### config.mk
export PLATFORM = sky130hd
export DESIGN_NAME = maple_phy_mux
export DESIGN_NICKNAME = d
export VERILOG_FILES = /design/src/rtl/maple_phy_pkg.sv /design/src/rtl/maple_line_filter.sv /design/src/rtl/maple_phy_mux.sv
export SDC_FILE = /design/constraint.sdc
export NUM_CORES = 1
export LEC_CHECK = 0
export ABC_AREA = 0
export BUFFER_PORTS_ARGS = -buffer_cell sky130_fd_sc_hd__buf_2
export CAP_MARGIN = 30
export CORE_MARGIN = 5
export CORE_UTILIZATION = 50
export CTS_BUF_LIST = sky130_fd_sc_hd__clkbuf_16
export DETAILED_ROUTE_END_ITERATION = 10
export PLACE_DENSITY = 0.8
export SYNTH_ARGS = -nofsm -noshare
export SYNTH_HDL_FRONTEND = slang
export SYNTH_SLANG_ARGS = --single-unit
### constraint.sdc
create_clock -name aclk -period 3.8 [get_ports aclk]
set_input_delay 0.57 -clock aclk [delete_from_list [all_inputs] [get_ports aclk]]
set_output_delay 0.57 -clock aclk [all_outputs]
set_load 0.01 [all_outputs]
### src/rtl/maple_phy_pkg.sv
// Shared types and default constants for the Maple Bus multi-port line interface.
package maple_phy_pkg;

  typedef enum logic [1:0] {
    ST_IDLE       = 2'd0,
    ST_DRIVE      = 2'd1,
    ST_TURNAROUND = 2'd2
  } phy_state_t;

  localparam int DEF_NUM_PORTS         = 4;
  localparam int DEF_SYNC_STAGES       = 2;
  localparam int DEF_FILTER_CYCLES     = 2;
  localparam int DEF_TURNAROUND_CYCLES = 16;
  localparam int DEF_CONTENTION_CYCLES = 4;

  // Port-select width, kept at least one bit wide for single-port builds.
  function automatic int psel_width(input int n);
    return (n > 1) ? $clog2(n) : 1;
  endfunction

endpackage

### src/rtl/maple_line_filter.sv
// One pad line: multi-flop synchroniser followed by a glitch filter that only
// follows the synchronised value once it has differed for FILTER_CYCLES cycles.
module maple_line_filter
  import maple_phy_pkg::*;
#(
  parameter int SYNC_STAGES   = DEF_SYNC_STAGES,
  parameter int FILTER_CYCLES = DEF_FILTER_CYCLES
) (
  input  logic aclk,
  input  logic aresetn,
  input  logic din,
  output logic sync_out,
  output logic filt_out
);

  localparam int CW = $clog2(FILTER_CYCLES + 1);
  localparam logic [CW-1:0] LAST = CW'(FILTER_CYCLES - 1);

  logic [SYNC_STAGES-1:0] sync_q;
  logic [CW-1:0]          cnt;

  assign sync_out = sync_q[SYNC_STAGES-1];

  // Idle Maple lines sit high, so everything restarts at 1.
  always_ff @(posedge aclk) begin
    if (!aresetn) begin
      sync_q   <= '1;
      filt_out <= 1'b1;
      cnt      <= '0;
    end else begin
      sync_q <= {sync_q[SYNC_STAGES-2:0], din};
      if (sync_out == filt_out) begin
        cnt <= '0;
      end else if (cnt == LAST) begin
        filt_out <= sync_out;
        cnt      <= '0;
      end else begin
        cnt <= cnt + 1'b1;
      end
    end
  end

endmodule

### src/rtl/maple_phy_mux.sv
// Maple Bus line interface: routes one tx/rx core pair to NUM_PORTS pad pairs
// with filtering, turnaround blanking, loopback and drive-contention detection.
module maple_phy_mux
  import maple_phy_pkg::*;
#(
  parameter int NUM_PORTS         = DEF_NUM_PORTS,
  parameter int SYNC_STAGES       = DEF_SYNC_STAGES,
  parameter int FILTER_CYCLES     = DEF_FILTER_CYCLES,
  parameter int TURNAROUND_CYCLES = DEF_TURNAROUND_CYCLES,
  parameter int CONTENTION_CYCLES = DEF_CONTENTION_CYCLES,
  localparam int PSEL_W           = psel_width(NUM_PORTS)
) (
  input  logic                 aclk,
  input  logic                 aresetn,
  input  logic [PSEL_W-1:0]    port_sel,
  input  logic                 loopback,
  input  logic                 tx_a,
  input  logic                 tx_b,
  input  logic                 tx_active,
  output logic                 rx_a,
  output logic                 rx_b,
  output logic                 line_idle,
  output logic [PSEL_W-1:0]    act_port,
  output logic                 busy,
  output logic                 contention,
  input  logic                 clear_contention,
  input  logic [NUM_PORTS-1:0] sdcka_i,
  input  logic [NUM_PORTS-1:0] sdckb_i,
  output logic [NUM_PORTS-1:0] sdcka_o,
  output logic [NUM_PORTS-1:0] sdckb_o,
  output logic [NUM_PORTS-1:0] sdck_oe
);

  localparam int TW = $clog2(TURNAROUND_CYCLES + 1);
  localparam int OW = $clog2(SYNC_STAGES + 2);
  localparam int MW = $clog2(CONTENTION_CYCLES + 1);
  localparam logic [TW-1:0] TURN_LAST  = TW'(TURNAROUND_CYCLES);
  localparam logic [OW-1:0] OE_SETTLED = OW'(SYNC_STAGES + 1);
  localparam logic [MW-1:0] MIS_LIMIT  = MW'(CONTENTION_CYCLES);

  phy_state_t state, state_next;
  logic [PSEL_W-1:0]      port_next;
  logic [NUM_PORTS-1:0]   oe_next;
  logic [NUM_PORTS-1:0]   sync_a, sync_b, filt_a, filt_b;
  logic                   tx_a_q, tx_b_q;
  logic [SYNC_STAGES-1:0] dly_a, dly_b;
  logic [TW-1:0]          turn_cnt;
  logic [OW-1:0]          oe_cnt;
  logic [MW-1:0]          mis_cnt, mis_next;
  logic                   check_en, mismatch;

  for (genvar p = 0; p < NUM_PORTS; p++) begin : g_line
    maple_line_filter #(.SYNC_STAGES(SYNC_STAGES), .FILTER_CYCLES(FILTER_CYCLES)) u_filt_a (
      .aclk(aclk), .aresetn(aresetn), .din(sdcka_i[p]), .sync_out(sync_a[p]), .filt_out(filt_a[p])
    );
    maple_line_filter #(.SYNC_STAGES(SYNC_STAGES), .FILTER_CYCLES(FILTER_CYCLES)) u_filt_b (
      .aclk(aclk), .aresetn(aresetn), .din(sdckb_i[p]), .sync_out(sync_b[p]), .filt_out(filt_b[p])
    );
  end

  always_comb begin
    port_next = act_port;
    if (state == ST_IDLE && int'(port_sel) < NUM_PORTS) port_next = port_sel;
    state_next = state;
    case (state)
      ST_IDLE:       if (tx_active) state_next = ST_DRIVE;
      ST_DRIVE:      if (!tx_active) state_next = ST_TURNAROUND;
      ST_TURNAROUND: begin
        if (tx_active)                  state_next = ST_DRIVE;
        else if (turn_cnt == TURN_LAST) state_next = ST_IDLE;
      end
      default:       state_next = ST_IDLE;
    endcase
    oe_next = '0;
    if (state_next == ST_DRIVE && !loopback) oe_next[port_next] = 1'b1;
  end

  // Readback of act_port is compared with what we drove SYNC_STAGES+1 edges ago,
  // which is the round trip through the output register and the synchroniser.
  always_comb begin
    check_en = (state == ST_DRIVE) && !loopback && (oe_cnt == OE_SETTLED);
    mismatch = (sync_a[act_port] != dly_a[SYNC_STAGES-1]) ||
               (sync_b[act_port] != dly_b[SYNC_STAGES-1]);
    mis_next = '0;
    if (check_en && mismatch) mis_next = (mis_cnt == MIS_LIMIT) ? mis_cnt : mis_cnt + 1'b1;
  end

  always_ff @(posedge aclk) begin
    if (!aresetn) begin
      state      <= ST_IDLE;
      act_port   <= '0;
      sdck_oe    <= '0;
      tx_a_q     <= 1'b1;
      tx_b_q     <= 1'b1;
      dly_a      <= '1;
      dly_b      <= '1;
      turn_cnt   <= '0;
      oe_cnt     <= '0;
      mis_cnt    <= '0;
      contention <= 1'b0;
    end else begin
      state    <= state_next;
      act_port <= port_next;
      sdck_oe  <= oe_next;
      tx_a_q   <= tx_a;
      tx_b_q   <= tx_b;
      dly_a    <= {dly_a[SYNC_STAGES-2:0], tx_a_q};
      dly_b    <= {dly_b[SYNC_STAGES-2:0], tx_b_q};
      turn_cnt <= (state == ST_TURNAROUND && state_next == ST_TURNAROUND) ? turn_cnt + 1'b1 : '0;
      if (state == ST_DRIVE && |sdck_oe)
        oe_cnt <= (oe_cnt == OE_SETTLED) ? oe_cnt : oe_cnt + 1'b1;
      else
        oe_cnt <= '0;
      mis_cnt <= mis_next;
      if (mis_next == MIS_LIMIT)  contention <= 1'b1;
      else if (clear_contention)  contention <= 1'b0;
    end
  end

  assign sdcka_o   = {NUM_PORTS{tx_a_q}};
  assign sdckb_o   = {NUM_PORTS{tx_b_q}};
  assign busy      = (state != ST_IDLE);
  assign line_idle = filt_a[act_port] & filt_b[act_port];

  always_comb begin
    if (loopback) begin
      rx_a = tx_a;
      rx_b = tx_b;
    end else if (busy) begin
      rx_a = 1'b1;
      rx_b = 1'b1;
    end else begin
      rx_a = filt_a[act_port];
      rx_b = filt_b[act_port];
    end
  end

endmodule

==> qor.yml <==
power:
  switchingPower_mw: 0.324
  p_per_area_nw_per_um2: 554
  pwr-share-comb: 0.045
  peakVddDrop_uv: 392
  p_sw_frac: 0.191
  power_leakage_nw: 1.25
  p_int_mw: 1.37
  p_clk_frac: 0.534
  seqPwrFrac: 0.421
floorplan:
  die_x_um: 81.4
  fp.dieH_um: 81.4
  pin_count: 36
  rows: 26
  initial_core_util: 0.505
  die-area_um2: 6630
  core-area_um2: 5040
grt:
  grt_pass1_wl_mm: 6.91
  grt_max_degree: 46
  grt_pass1_vias: 1578
  use_met3: 0.0510
  antenna_found_initial: 0
  gr-usage-all-layers: 0.144
  grt_util_met1: 0.158
  overflow: 0
  top_usage_layer: "met2"
  use_met2: 0.235
clock_tree:
  cts_sinks: 65
  hold_buffers: 0
  cts_buffers: 9
  cts_tree: "yes"
  cts_root_buf: "clkbuf_16"
  cts.repair.resized: 0
  clockBufferDepth: 2
  htree_num_levels: 3
  cts_setup_buffers: 0
  clk_latency_ns: 0.32
  clk_pin_slew_ns: 0.05
timing:
  fmax_mhz: 392
  worst_clock_skew_ns: 0.00491
  drv_slew: 0
  finalCriticalPeriod_ns: 2.55
  relSlewSlack: 0.486
  setup_ws_ns: 1.25
  rsz0062_at_grt: "no"
  post-route-period-util: 0.672
  hold_viol_final: 0
  worstMarginPinSlew_ns: 0.770
  fin_tns_setup_ns: 0
  setup_viol: 0
setup_path:
  startpoint_type: "register"
  setup.worst_path.class: "register to output pin"
  slowest_delay_ns: 0.63
  path_cells: "mux4_1, nor3_1, a21oi_1, buf_2"
  r2r_cells: 5
  cp_max_fo: 8
  worst_setup_path_end_kind: "output pin"
  crit_slowest_cell: "mux4_1"
  required_ns: 3.23
  cp_data_arrival_time_ns: 1.98
final_layout:
  area_growth_pct: 20.0
  final_nets: 312
  antennaDiodeCount: 0
  fin_util: 0.607
  drive_above_1_share: 0.181
  stdcell_area_um2: 3060
logic_synthesis:
  seq_area_frac_synth: 0.511
  yosys_warnings: 0
  synth_area_leaders: "dfxtp_1 (51%), ha_1 (6.4%), mux2i_1 (5.9%)"
  yosysTopAreaCell: "dfxtp_1"
  netlist_area_um2: 2550
  syn_nets: 279
  yosys.area.top_type_share: 0.511
  avgSynthCellArea_um2: 10.2
  netlist_instances: 249
  yosysUniqueCellTypes: 31
  ys_seq_elements: 65
worst_hold_path:
  hold_class: "register to register"
  min_path_cells: 1
placed_design:
  finalWeightedCongestion: 0.815
  placed_area_um2: 2720
  dp_hpwl_mm: 2.92
  place_ws_ns: 1.61
  port-buffer-count: 35
flow_run:
  cap_violations: 0
route:
  first_pass_iters: 4
  drc: 0
  wl_mm: 4.08
  drt_iter0_markers: 63
  drtAntennaViolNets: 0
  wire_per_inst_um: 11.4
  via_count: 1636
  via_per_inst: 4.58
outcome:
  status: "finished clean"
[worst max-delay path: cells and delay by family (launching register included)]
kind / cells / cell delay, ns
AO/OA/AOI/OAI: 1 / 0.06
buffers and inverters: 1 / 0.15
AND/OR/NAND/NOR: 1 / 0.29
flip-flops: 1 / 0.54
multiplexers: 1 / 0.63
[registers in the layout, summed over array words and instances (netlist names)]
signal                    count
act_port                      2
contention                    1
dly_a                         2
dly_b                         2
g_line.u_filt_a.cnt           8
g_line.u_filt_a.filt_out      4
g_line.u_filt_a.sync_q        8
g_line.u_filt_b.cnt           8
g_line.u_filt_b.filt_out      4
g_line.u_filt_b.sync_q        8
mis_cnt                       3
oe_cnt                        2
sdck_oe                       4
state                         2
turn_cnt                      5
tx_a_q                        1
tx_b_q                        1
[final timing paths]
path / startpoint / to / slack [ns]
setup / recovery: act_port[1] / rx_a / 1.25
hold / removal: dly_a[0] / dly_a[1] / 0.40
setup reg to reg: act_port[1] / contention / 2.34
hold reg to reg: dly_a[0] / dly_a[1] / 0.40
[cells in the final DEF, fill, tap and decap left out]
cell type	n
nand2b_1	21
buf_2	35
dfxtp_1	65
a21oi_1	3
mux2i_1	15
and2_1	1
and4b_1	1
o31ai_4	1
a31oi_1	1
nor4_1	1
nor2b_1	3
inv_1	22
nand4bb_1	1
xor2_1	13
bufinv_16	3
a211o_1	1
xnor2_1	4
or2_2	1
and3_1	1
nor2_1	28
clkinvlp_4	1
o21ai_0	2
clkinv_2	1
nand2_1	15
nor3_1	4
nand3_1	5
o31ai_2	1
nand3b_1	11
or4_1	1
clkbuf_16	9
ha_1	13
clkinv_1	1
mux4_1	2
[per-stage QoR]
step | hold slack (ns) | instances | total power [mW]
final | 0.403 | 357 | 1.70
after floorplan | 0.386 | 249 | 0.783
after global placement | 0.390 | 341 | 0.802
after global routing | 0.418 | 357 | 1.76
after CTS | 0.404 | 357 | 1.72
after detailed placement | 0.391 | 341 | 0.805
[layer usage]
metal  vias up  routed length [um]
met1       731                1790
met2        32                1980
met3         9                 219
met5         -                   0
li1        864                   -
met4         0                 100
[cell families (layout without fill, tap and decap cells)]
family,Yosys count,after routing,synth area share
DFF,65,65,0.511
buffers and inverters,34,72,0.0653
xor gates and xnor gates,17,17,0.0584
muxes,17,17,0.0795
and+or+nand+nor,94,94,0.193
adders and majority gates,13,13,0.0638
AOI/OAI and AO/OA,9,9,0.0290
[power groups by stage]
stage          Sequential, mW  Clock, mW  Combinational (mW)
5_1_grt                 0.716      0.956              0.0852
3_3_place_gp            0.727          0              0.0755
2_1_floorplan           0.724          0              0.0590
4_1_cts                 0.714      0.926              0.0775
3_5_place_dp            0.728          0              0.0770
6_report                0.714      0.905              0.0765
[area by class of cell]
class	instances	area, um2
clock buffers	9	225
clock inverters	7	110
fillers	426	1980
inverters	21	78.8
multi-input cells	150	1080
flip-flops and latches	65	1300
well taps	70	87.6
repair buffers	35	175
[Yosys cell counts]
cell        n
and4b_1     1
and2_1      1
nand2b_1   21
dfxtp_1    65
o31ai_2     1
nor2b_1     3
nor2_1     28
or2_2       1
o21ai_0     2
clkbuf_1    3
or4_1       1
nand4bb_1   1
xor2_1     13
mux4_1      2
inv_1      21
ha_1       13
xnor2_1     4
buf_4       8
buf_2       1
nand3_1     5
nand2_1    15
a21oi_1     3
a211o_1     1
nor4_1      1
nand3b_1   11
a31oi_1     1
buf_6       1
o31ai_4     1
and3_1      1
mux2i_1    15
nor3_1      4
Note: power is estimated with default switching activity, not from simulation.
